==> src/rtl/medfilt_out_fifo.sv <==
// Output FIFO stage behind the 3-tap median filter: drops pipeline-fill samples, buffers the rest, flags overflow.
// Optional drop statistics counter enabled by defining MEDFILT_FIFO_STATS_EN.
module medfilt_out_fifo #(
  parameter int DW    = 8,
  parameter int DEPTH = 8,
  parameter int PRIME = 4
) (
  input  logic                       clk,
  input  logic                       rst_n,
  input  logic [DW-1:0]              din,
  input  logic                       din_valid,
  input  logic                       flush,
  input  logic                       clr_ovf,
  output logic [DW-1:0]              dout,
  output logic                       dout_valid,
  input  logic                       dout_ready,
  output logic [$clog2(DEPTH):0]     level,
`ifdef MEDFILT_FIFO_STATS_EN
  output logic [15:0]                drop_cnt,
`endif
  output logic                       overflow
);

  localparam int AW = $clog2(DEPTH);
  localparam int LW = AW + 1;
  localparam logic [3:0]    PRIME_C = 4'(PRIME);
  localparam logic [LW-1:0] FULL_C  = LW'(DEPTH);

  typedef enum logic {
    ST_PRIME  = 1'b0,
    ST_STREAM = 1'b1
  } state_t;

  // A zero-length prime skips the discard phase entirely.
  localparam state_t INIT_ST = (PRIME == 0) ? ST_STREAM : ST_PRIME;

  state_t          state_r, state_s;
  logic [3:0]      prime_cnt_r, prime_cnt_s;
  logic [AW-1:0]   wr_ptr_r, rd_ptr_r;
  logic [LW-1:0]   level_r, level_s;
  logic            overflow_r;
  logic            empty_s, full_s, pop_s, wr_s, drop_s;
  logic [DW-1:0]   mem [DEPTH];

  assign empty_s = (level_r == {LW{1'b0}});
  assign full_s  = (level_r == FULL_C);
  assign pop_s   = !flush && !empty_s && dout_ready;
  // A full FIFO still accepts a write when the head leaves in the same cycle.
  assign wr_s    = !flush && (state_r == ST_STREAM) && din_valid && (!full_s || pop_s);
  assign drop_s  = !flush && (state_r == ST_STREAM) && din_valid && full_s && !pop_s;

  // Next-state logic for the priming/streaming controller.
  always_comb begin
    state_s     = state_r;
    prime_cnt_s = prime_cnt_r;
    if (flush) begin
      state_s     = INIT_ST;
      prime_cnt_s = 4'd0;
    end else begin
      case (state_r)
        ST_PRIME: begin
          if (din_valid) begin
            prime_cnt_s = prime_cnt_r + 4'd1;
            if ((prime_cnt_r + 4'd1) == PRIME_C) begin
              state_s = ST_STREAM;
            end else begin
              state_s = ST_PRIME;
            end
          end else begin
            state_s = ST_PRIME;
          end
        end
        ST_STREAM: state_s = ST_STREAM;
        default:   state_s = INIT_ST;
      endcase
    end
  end

  // Next occupancy from the write/pop pair.
  always_comb begin
    level_s = level_r;
    case ({wr_s, pop_s})
      2'b10:   level_s = level_r + LW'(1);
      2'b01:   level_s = level_r - LW'(1);
      default: level_s = level_r;
    endcase
  end

  // Controller, pointer, occupancy and sticky overflow registers.
  always_ff @(posedge clk or negedge rst_n) begin
    if (!rst_n) begin
      state_r     <= INIT_ST;
      prime_cnt_r <= 4'd0;
      wr_ptr_r    <= {AW{1'b0}};
      rd_ptr_r    <= {AW{1'b0}};
      level_r     <= {LW{1'b0}};
      overflow_r  <= 1'b0;
    end else begin
      state_r     <= state_s;
      prime_cnt_r <= prime_cnt_s;
      if (flush) begin
        wr_ptr_r <= {AW{1'b0}};
        rd_ptr_r <= {AW{1'b0}};
        level_r  <= {LW{1'b0}};
      end else begin
        if (wr_s) begin
          wr_ptr_r <= wr_ptr_r + AW'(1);
        end
        if (pop_s) begin
          rd_ptr_r <= rd_ptr_r + AW'(1);
        end
        level_r <= level_s;
      end
      // A drop in the same cycle as a clear keeps the flag set.
      if (drop_s) begin
        overflow_r <= 1'b1;
      end else if (clr_ovf) begin
        overflow_r <= 1'b0;
      end
    end
  end

  // Sample storage, deliberately left unreset.
  always_ff @(posedge clk) begin
    if (wr_s) begin
      mem[wr_ptr_r] <= din;
    end
  end

`ifdef MEDFILT_FIFO_STATS_EN
  logic [15:0] drop_cnt_r;

  // Saturating count of samples lost to overflow.
  always_ff @(posedge clk or negedge rst_n) begin
    if (!rst_n) begin
      drop_cnt_r <= 16'd0;
    end else if (clr_ovf) begin
      drop_cnt_r <= drop_s ? 16'd1 : 16'd0;
    end else if (drop_s && (drop_cnt_r != 16'hFFFF)) begin
      drop_cnt_r <= drop_cnt_r + 16'd1;
    end
  end

  assign drop_cnt = drop_cnt_r;
`endif

  assign dout       = empty_s ? {DW{1'b0}} : mem[rd_ptr_r];
  assign dout_valid = !empty_s;
  assign level      = level_r;
  assign overflow   = overflow_r;

endmodule

==> config.mk <==
export PLATFORM = sky130hd
export DESIGN_NAME = medfilt_out_fifo
export DESIGN_NICKNAME = d
export VERILOG_FILES = /design/src/rtl/medfilt_out_fifo.sv
export SDC_FILE = /design/constraint.sdc
export NUM_CORES = 1
export LEC_CHECK = 0
export ABC_AREA = 1
export BUFFER_PORTS_ARGS = -buffer_cell sky130_fd_sc_hd__clkbuf_2
export CAP_MARGIN = 10
export CORE_MARGIN = 1.5
export CORE_UTILIZATION = 40
export CTS_CLUSTER_SIZE = 25
export DETAILED_ROUTE_END_ITERATION = 12
export GPL_TIMING_DRIVEN = 0
export PLACE_DENSITY = 0.58
export RECOVER_POWER = 50
export SYNTH_ARGS = -nofsm -noshare
export SYNTH_HDL_FRONTEND = slang
export SYNTH_SLANG_ARGS = --single-unit
==> constraint.sdc <==
create_clock -name clk -period 3.3 [get_ports clk]
set_input_delay 0.33 -clock clk [delete_from_list [all_inputs] [get_ports clk]]
set_output_delay 0.33 -clock clk [all_outputs]
set_load 0.05 [all_outputs]
==> metrics.yaml, run 1 <==
outcome: "finished, final reports clean"
areaGrowthSynthToFinish_pct: 13.61
clock-sinks: 80
critPathKind: "reg -> out"
p_leak_uw: 0.001475
final_util_pct: 47.57
n_antenna_cell: 0
num_rows: 33
nets: 366
grt_pass1_wl_um: 12180
synth_cells: 308
worst_path_largest_cell_delay_ps: 560
max-slew-margin-rel_pct: 39.43
coreArea_um2: 8299
grt_usage_pct: 18.61
cap_viol_max_count: 0
fin_tns_setup_ps: 0
hold_path_depth: 2
fp.dieH_um: 96.20
crit-reg2reg-launch: "level[0]"
clockBufferDepth: 2
numCtsBuffers: 9
tightest_slew_ps: 905.2
r2r_end: "mem[4][3]"
fin_crit_sh_pct: 83.00
setup_viol: 0
power.density_nw_per_um2: 784.3
min_to: "overflow"
drive_gt1_share_pct: 14.53
via_per_inst: 5.208
io_pins: 28
antenna_found_initial: 0
vias: 2375
fmax_mhz: 365.1
synth-seq-area-share_pct: 66.83
io_buffers: 27
htreeDepth: 3
initial_core_util_pct: 41.87
path_clk_slew_ps: 80
synth_cell_types: 30
cp-start-kind: "flop"
vdd_drop_max_uv: 438.7
hp-class: "in -> reg"
finalHoldViolations: 0
cp_cell_sequence: "buf_2, inv_1, clkbuf_1, nor2_1, o32ai_1, o21ai_0, nor2_1, clkbuf_2"
wire_per_inst_um: 17.18
tritoncts: "done"
grt_pass1_vias: 2263
clockRootBuffer: "clkbuf_8"
grt_max_degree: 17
drt-pass1-iter-count: 4
dieArea_um2: 9254
slowest_stage: "clkbuf_1"
ys_ff_latch: 80
reg2regPathDepth: 7
drtIter0Drc: 170
rsz0062_at_grt: "false"
die_w_um: 96.20
cts_setup_buffers: 0
finalPower_uw: 3096
gp_congestion: 0.7927
clk_latency_ps: 340
wl_um: 7834
grt_overflow_total: 0
synth_fp_nets: 327
final_common_cell: "nor2_1"
drc_errors: 0
drv_slew: 0
syn_avg_cell_area_um2: 11.28
end_kind: "primary output"
yosysWarnings: 0
synth_area_um2: 3475
most-common-layout-cells: "nor2_1 (80), edfxtp_1 (64), o21ai_0 (27)"
layout_min_cycle_time_ps: 2739
finClkSkew_ps: 6.353
cp.arrival_ps: 2410
ant_nets: 0
r2r_slack_ps: 1070
whs_ps: 178.5
worst-path-max-fanout: 10
cp.required_ps: 2970
min_from: "clr_ovf"
hpwlAfterDp_um: 4984
critPathMostFrequentCell: "nor2_1"
[layout make-up]
cell class | instances | area [µm²]
Buffer | 12 | 50.05
Clock buffer | 10 | 127.6
Clock inverter | 5 | 81.33
Fill cell | 766 | 4352
Inverter | 24 | 92.59
Multi-Input combinational cell | 192 | 1010
Sequential cell | 80 | 2322
Tap cell | 105 | 131.4
Timing Repair Buffer | 28 | 132.6
[sequential cells by signal (all words and copies together), names as in the netlist]
name         count
level            4
mem             64
overflow         1
prime_cnt_r      4
rd_ptr_r         3
state_r          1
wr_ptr_r         3
[cell usage after synthesis (all sizes together)]
library cell,count,area share [%]
or2,1,0.18
nor2,81,9.0
xor2,1,0.25
o21a,1,0.22
o21ai,31,4.6
nand2,27,3.2
edfxtp,64,55
clkbuf,8,0.86
a21oi,4,0.68
nand3,14,3.0
o32ai,16,4.0
buf,4,0.58
o22ai,2,0.36
ha,5,1.8
nor3b,1,0.22
dfrtp,16,12
inv,24,2.7
nor3,3,0.43
nand4,4,0.90
nand3b,1,0.22
[how the worst max path moves through the flow]
stage / startpoint / endpoint / slack (ps) / cells past startpoint
after floorplan: level[0] / dout[0] / 550 / 5
after CTS: rd_ptr_r[0] / dout[6] / 620 / 8
after global placement: flush / mem[4][6] / 950 / 7
after detailed placement: flush / mem[4][4] / 930 / 7
after global routing: rd_ptr_r[0] / dout[6] / 400 / 8
final: rd_ptr_r[0] / dout[6] / 560 / 8
[critical path: cells and delay by family, from the launching register on]
kind,cells,cell delay (ps)
flops,1,380
compound gates,2,320
buf+inv,4,1170
simple gates,2,190
[through the flow]
| step | instance area, µm² | instances | setup slack (ps) |
|---|---|---|---|
| 2_1_floorplan | 3475 | 308 | 549.0 |
| 3_3_place_gp | 3741 | 440 | 950.6 |
| 3_5_place_dp | 3741 | 440 | 927.4 |
| 4_1_cts | 3960 | 456 | 623.0 |
| 5_1_grt | 3948 | 456 | 395.3 |
| 6_report | 3948 | 456 | 560.9 |
[report_power, final]
part | switching, µW | total (µW) | leakage (µW) | internal (µW)
Combinational | 870 | 1160 | 0.000581 | 287
Clock | 351 | 774 | 0.000103 | 424
Sequential | 44.3 | 1170 | 0.000792 | 1120
[timing repair]
action                                 4_1_cts  5_1_grt
endpoints found under the hold margin       16        0
hold buffers                                 1        0
resized for setup                            0        0
[cells by family (layout without fill, tap and decap cells)]
group	after synthesis	count (layout)	synth area share, %
adders and majority gates	5	5	1.801
AOI/OAI and AO/OA	54	54	9.867
buffers and inverters	36	79	4.105
DFF	80	80	66.83
xor gates and xnor gates	1	1	0.2521
and+or+nand+nor	132	132	17.14
[metal layers]
layer	track usage, %	vias up	wire length [µm]
li1	-	1162	-
met1	25.94	1139	3563
met2	29.05	60	3748
met3	2.528	14	351
met4	8.088	0	172
met5	0	-	0
No activity file was read; power rests on OpenSTA's default activity.
==> run 2, diff against run 1 <==
==> constraint.sdc (replaced) <==
create_clock -name clk -period 2.6 [get_ports clk]
set_input_delay 0.26 -clock clk [delete_from_list [all_inputs] [get_ports clk]]
set_output_delay 0.26 -clock clk [all_outputs]
set_load 0.05 [all_outputs]
==> run 2 against run 1 <==
Total power increased by 23%. Clock-buffer cell count decreased by 1. Core utilization increased by 0.12 points. Critical path type unchanged. Largest cell class unchanged. Highest routed layer unchanged.
==> metrics.yaml, run 2 (synthesized netlist as in run 1, its figures left out) <==
outcome: "finished, final reports clean"
fp.dieH_um: 96.20  # unchanged
grt_overflow_total: 0  # unchanged
antenna_found_initial: 0  # unchanged
htreeDepth: 3  # unchanged
grt_pass1_vias: 2181  # -3.6%
final_common_cell: "nor2_1"
path_clk_slew_ps: 80  # about the same
cts_setup_buffers: 0  # unchanged
vias: 2292  # -3.5%
vdd_drop_max_uv: 336.4  # -23%
grt_pass1_wl_um: 11520  # -5.4%
p_leak_uw: 0.001479  # +0.28%
cap_viol_max_count: 0  # unchanged
largest-register: "mem"
fin_crit_sh_pct: 93.35
coreArea_um2: 8299  # unchanged
fin_tns_setup_ps: 0  # unchanged
initial_core_util_pct: 41.87  # unchanged
drt-pass1-iter-count: 4  # unchanged
wire_per_inst_um: 16.02  # -6.8%
drv_slew: 0  # unchanged
end_kind: "primary output"
ant_nets: 0  # unchanged
io_buffers: 27  # unchanged
wl_um: 7321  # -6.5%
power.density_nw_per_um2: 965.7  # +23%
max-slew-margin-rel_pct: 40.69  # +1.3 points
most-common-layout-cells: "nor2_1 (72), edfxtp_1 (64), o21ai_0 (27)"
seq_area_um2: 2322  # unchanged
setup_viol: 0  # unchanged
critPathKind: "reg -> out"
rsz0062_at_grt: "false"
finalHoldViolations: 0  # unchanged
numCtsBuffers: 9  # unchanged
hpwlAfterDp_um: 4995  # +0.21%
nFillCells: 781  # +2.0%
n_antenna_cell: 0  # unchanged
drc_errors: 0  # unchanged
drtIter0Drc: 116  # -32%
drive_gt1_share_pct: 18.47  # +3.9 points
cp.arrival_ps: 2170  # -240 ps
fmax_mhz: 412.0
num_rows: 33  # unchanged
finClkSkew_ps: 11.16  # +4.810 ps
multi_input_area_um2: 1035  # +2.5%
hp-class: "in -> reg"
clock-sinks: 80  # unchanged
whs_ps: 108.7  # -69.82 ps
clockRootBuffer: "clkbuf_8"
areaGrowthSynthToFinish_pct: 13.90
worst-path-max-fanout: 10  # unchanged
cp.required_ps: 2340  # -630 ps
final_util_pct: 47.69  # +0.12 points
tritoncts: "done"
layout_min_cycle_time_ps: 2427
die_w_um: 96.20  # unchanged
io_pins: 28  # unchanged
clk_latency_ps: 340  # about the same
clockBufferDepth: 2  # unchanged
gp_congestion: 0.8467  # +6.8%
via_per_inst: 5.015  # -3.7%
grt_max_degree: 17  # unchanged
dieArea_um2: 9254  # unchanged
grt_usage_pct: 17.61  # -1.0 points
nets: 366  # unchanged
tightest_slew_ps: 889.7  # -15.55 ps
largest_reg_flops: 64  # unchanged
cp-start-kind: "flop"
## run 2: worst max-delay path: stages (launching register included)
cell      delay, ps
dfrtp_1         390
buf_2           170
inv_1           140
clkbuf_4        250
nor2_1           60
o32ai_1         320
nor2_1           90
nor2_2          140
buf_2           270
## run 2: power by group
| part | switching [µW] | total [µW] | leakage (µW) | internal, µW |
|---|---|---|---|---|
| Combinational | 1120 | 1520 | 0.000604 | 406 |
| Sequential | 56.4 | 1480 | 0.000792 | 1420 |
| Clock | 467 | 820 | 0.0000839 | 353 |
## run 2: repair_timing
action | CTS | global route
gates cloned | 0 | 0
gates resized for setup | 1 | 17
endpoints found under the hold margin | 16 | 0
setup endpoints to repair | 2 | 7
hold buffers | 1 | 0
## run 2: cell type report
cell class,instances,share of cell area [%]
timing repair buffer,28,3.478
buffer,12,1.549
inverter,24,2.340
clock buffer,9,3.130
multi-input combinational,192,26.15
tap,105,3.320
clock inverter,7,1.359
sequential,80,58.68
## run 2: path summary, 6_finish.rpt
kind / slack (ps) / endpoint / startpoint / depth (start not counted)
min in group asynchronous: 560 / rd_ptr_r[0] / rst_n / 2
min reg2reg: 530 / overflow / overflow / 2
max in group asynchronous: 1500 / rd_ptr_r[2] / rst_n / 2
max reg2reg: 500 / mem[5][0] / level[0] / 7
max: 170 / dout[2] / rd_ptr_r[0] / 8
min: 110 / overflow / clr_ovf / 2
## run 2: metrics by stage
step           instances  total power (µW)  worst slack [ps]  instance area [µm²]
3_5_place_dp         440              3015             366.5                 3761
3_3_place_gp         440              3008             382.7                 3761
2_1_floorplan        308              2623             95.31                 3495
6_report             457              3822             172.8                 3958
5_1_grt              457              4035             6.109                 3958
4_1_cts              457              3833             43.98                 3950
## run 2: layer usage
layer | part of all wire [%] | up-vias | global-route usage [%]
li1 | - | 1162 | -
met1 | 48 | 1099 | 25.03
met2 | 48 | 26 | 27.05
met3 | 2.4 | 5 | 2.923
met4 | 0.96 | 0 | 6.618
met5 | 0 | - | 0
==> run 3, diff against run 2 <==
--- a/config.mk
+++ b/config.mk
@@ -6,14 +6,14 @@
 export NUM_CORES = 1
 export LEC_CHECK = 0
 export ABC_AREA = 1
-export BUFFER_PORTS_ARGS = -buffer_cell sky130_fd_sc_hd__clkbuf_2
 export CAP_MARGIN = 10
 export CORE_MARGIN = 1.5
 export CORE_UTILIZATION = 40
 export CTS_CLUSTER_SIZE = 25
 export DETAILED_ROUTE_END_ITERATION = 12
+export DONT_BUFFER_PORTS = 1
 export GPL_TIMING_DRIVEN = 0
-export PLACE_DENSITY = 0.58
+export PLACE_DENSITY = 0.55
 export RECOVER_POWER = 50
 export SYNTH_ARGS = -nofsm -noshare
 export SYNTH_HDL_FRONTEND = slang
==> run 3 against run 2 <==
Combinational power down 7%. Cell count down 3.7%. Wire length rose by 4.5%. Flip-flop and latch count did not move. Hold slack got worse by 47 ps. Clock power increased by 10%. Register-to-register slack lost 260 ps. Clock skew fell by 1.1 ps. Critical path type unchanged. Largest power group is now registers. Highest routed layer unchanged.
==> metrics.yaml, run 3 (synthesized netlist as in run 1, its figures left out) <==
clockBufferDepth: 2  # unchanged
grt_max_degree: 17  # unchanged
via_per_inst: 5.245  # +4.6%
r2r_slack_ps: 240  # -260 ps
most-common-layout-cells: "nor2_1 (72), edfxtp_1 (64), o21ai_0 (27)"
initial_core_util_pct: 41.87  # unchanged
power_switching_uw: 1676  # +2.2%
clock-sinks: 80  # unchanged
hp-class: "in -> reg"
cp.required_ps: 2340  # about the same
grt_overflow_total: 0  # unchanged
r2r_end: "mem[0][5]"
power.density_nw_per_um2: 978.4  # +1.3%
crit_start: "rd_ptr_r[0]"
rsz0062_at_grt: "false"
crit-reg2reg-launch: "level[0]"
hold_path_depth: 2  # unchanged
fmax_mhz: 409.4  # -0.62%
min_to: "rd_ptr_r[2]"
htreeDepth: 3  # unchanged
fin_crit_sh_pct: 93.94  # +0.58 points
worst-path-max-fanout: 10  # unchanged
cp.arrival_ps: 2180  # about the same
fin_tns_setup_ps: 0  # unchanged
path_clk_slew_ps: 80  # about the same
gp_congestion: 0.7744  # -8.5%
antenna_found_initial: 0  # unchanged
n_antenna_cell: 0  # unchanged
drt-pass1-iter-count: 4  # unchanged
fp.dieH_um: 96.20  # unchanged
fin_area_um2: 3981  # +0.60%
final_common_cell: "nor2_1"
drc_errors: 0  # unchanged
io_buffers: 0  # -100%
largest_reg_flops: 64  # unchanged
areaGrowthSynthToFinish_pct: 14.58
cellInternalPower_uw: 2219  # +1.7%
num_rows: 33  # unchanged
vdd_drop_max_uv: 361.5  # +7.5%
grt_usage_pct: 18.73  # +1.1 points
layout_min_cycle_time_ps: 2442  # +15.20 ps
pwr-share-clk_pct: 23.2  # +1.7 points
end_kind: "primary output"
clockRootBuffer: "clkbuf_8"
reg2regPathDepth: 7  # unchanged
tritoncts: "done"
dieArea_um2: 9254  # unchanged
wl_um: 7653  # +4.5%
wire_per_inst_um: 17.39  # +8.6%
ant_nets: 0  # unchanged
grt_pass1_wl_um: 12140  # +5.4%
dp_cells: 413  # -6.1%
setup_viol: 0  # unchanged
cp-start-kind: "flop"
seq_power_share_pct: 40.6  # +1.9 points
p_leak_uw: 0.001434  # -3.1%
critPathKind: "reg -> out"
max-slew-margin-rel_pct: 37.90  # -2.8 points
numCtsBuffers: 9  # unchanged
coreArea_um2: 8299  # unchanged
p_sw_share_pct: 43.03  # +0.13 points
finClkSkew_ps: 10.06  # -1.103 ps
drive_gt1_share_pct: 14.63  # -3.8 points
largest-register: "mem"
dpl_cell_area_um2: 3626  # -3.6%
drtIter0Drc: 156  # +34%
fin_cells: 440  # -3.7%
nFillCells: 745  # -4.6%
io_pins: 28  # unchanged
outcome: "finished, final reports clean"
die_w_um: 96.20  # unchanged
vias: 2308  # +0.70%
cap_viol_max_count: 0  # unchanged
whs_ps: 61.92  # -46.75 ps
clk_latency_ps: 360  # +20 ps
grt_pass1_vias: 2202  # +0.96%
tightest_slew_ps: 928.0  # +38.35 ps
hpwlAfterDp_um: 5031  # +0.73%
drv_slew: 0  # unchanged
nets: 349  # -4.6%
finalHoldViolations: 0  # unchanged
min_from: "flush"
combPwrFrac_pct: 36.2  # -3.6 points
## run 3: worst max-delay path by stage
stage | to | slack (ps) | cells after the start
2_1_floorplan | dout[0] | 100 | 5
3_3_place_gp | dout[0] | -300 | 5
3_5_place_dp | dout[0] | -300 | 5
4_1_cts | dout[0] | 40 | 5
5_1_grt | dout[5] | 1 | 6
6_report | dout[4] | 160 | 6
## run 3: per-layer routing
metal  share of wire [%]  vias to the layer above  GRT usage, %
li1                    -                     1133             -
met1                  46                     1096         26.25
met2                  45                       67         27.58
met3                 6.5                       12         4.739
met4                 2.0                        0         7.966
met5                   0                        -             0
## run 3: cell type report
type | instances | area (µm²) | share of cell area [%]
inverters | 24 | 92.59 | 2.326
clock buffers | 9 | 123.9 | 3.111
flip-flops and latches | 80 | 2327 | 58.45
repair buffers | 11 | 110.1 | 2.766
multi-input cells | 192 | 1070 | 26.87
well taps | 105 | 131.4 | 3.300
plain buffers | 12 | 56.30 | 1.414
clock inverters | 7 | 70.07 | 1.760
## run 3: timing repair
action,in CTS,in global routing
setup buffers,0,0
hold endpoints to repair,84,0
hold buffers,11,0
resized for setup,13,6
setup endpoints to repair,8,8
## run 3: worst max-delay path: stages, from the launching register on
cell	delay, ps
dfrtp_1	350
buf_2	190
clkbuf_1	450
o21ai_0	180
o32ai_1	170
nor2_1	140
nor2_4	330
## run 3: per-stage QoR
| stage | util (%) | setup slack [ps] | power (µW) |
|---|---|---|---|
| after floorplan | - | 95.31 | 2623 |
| after global placement | 43.69 | -304.9 | 2883 |
| after detailed placement | 43.69 | -295.4 | 2886 |
| after CTS | 47.91 | 44.94 | 3911 |
| after global routing | 47.97 | 1.357 | 4091 |
| final | 47.97 | 157.7 | 3895 |
## run 3: power by group through the flow
stage          sequential [µW]  clock (µW)  combinational (µW)
3_5_place_dp              1610           0                1280
6_report                  1580         902                1410
3_3_place_gp              1610           0                1280
5_1_grt                   1590         971                1530
2_1_floorplan             1590           0                1030
4_1_cts                   1580         921                1410
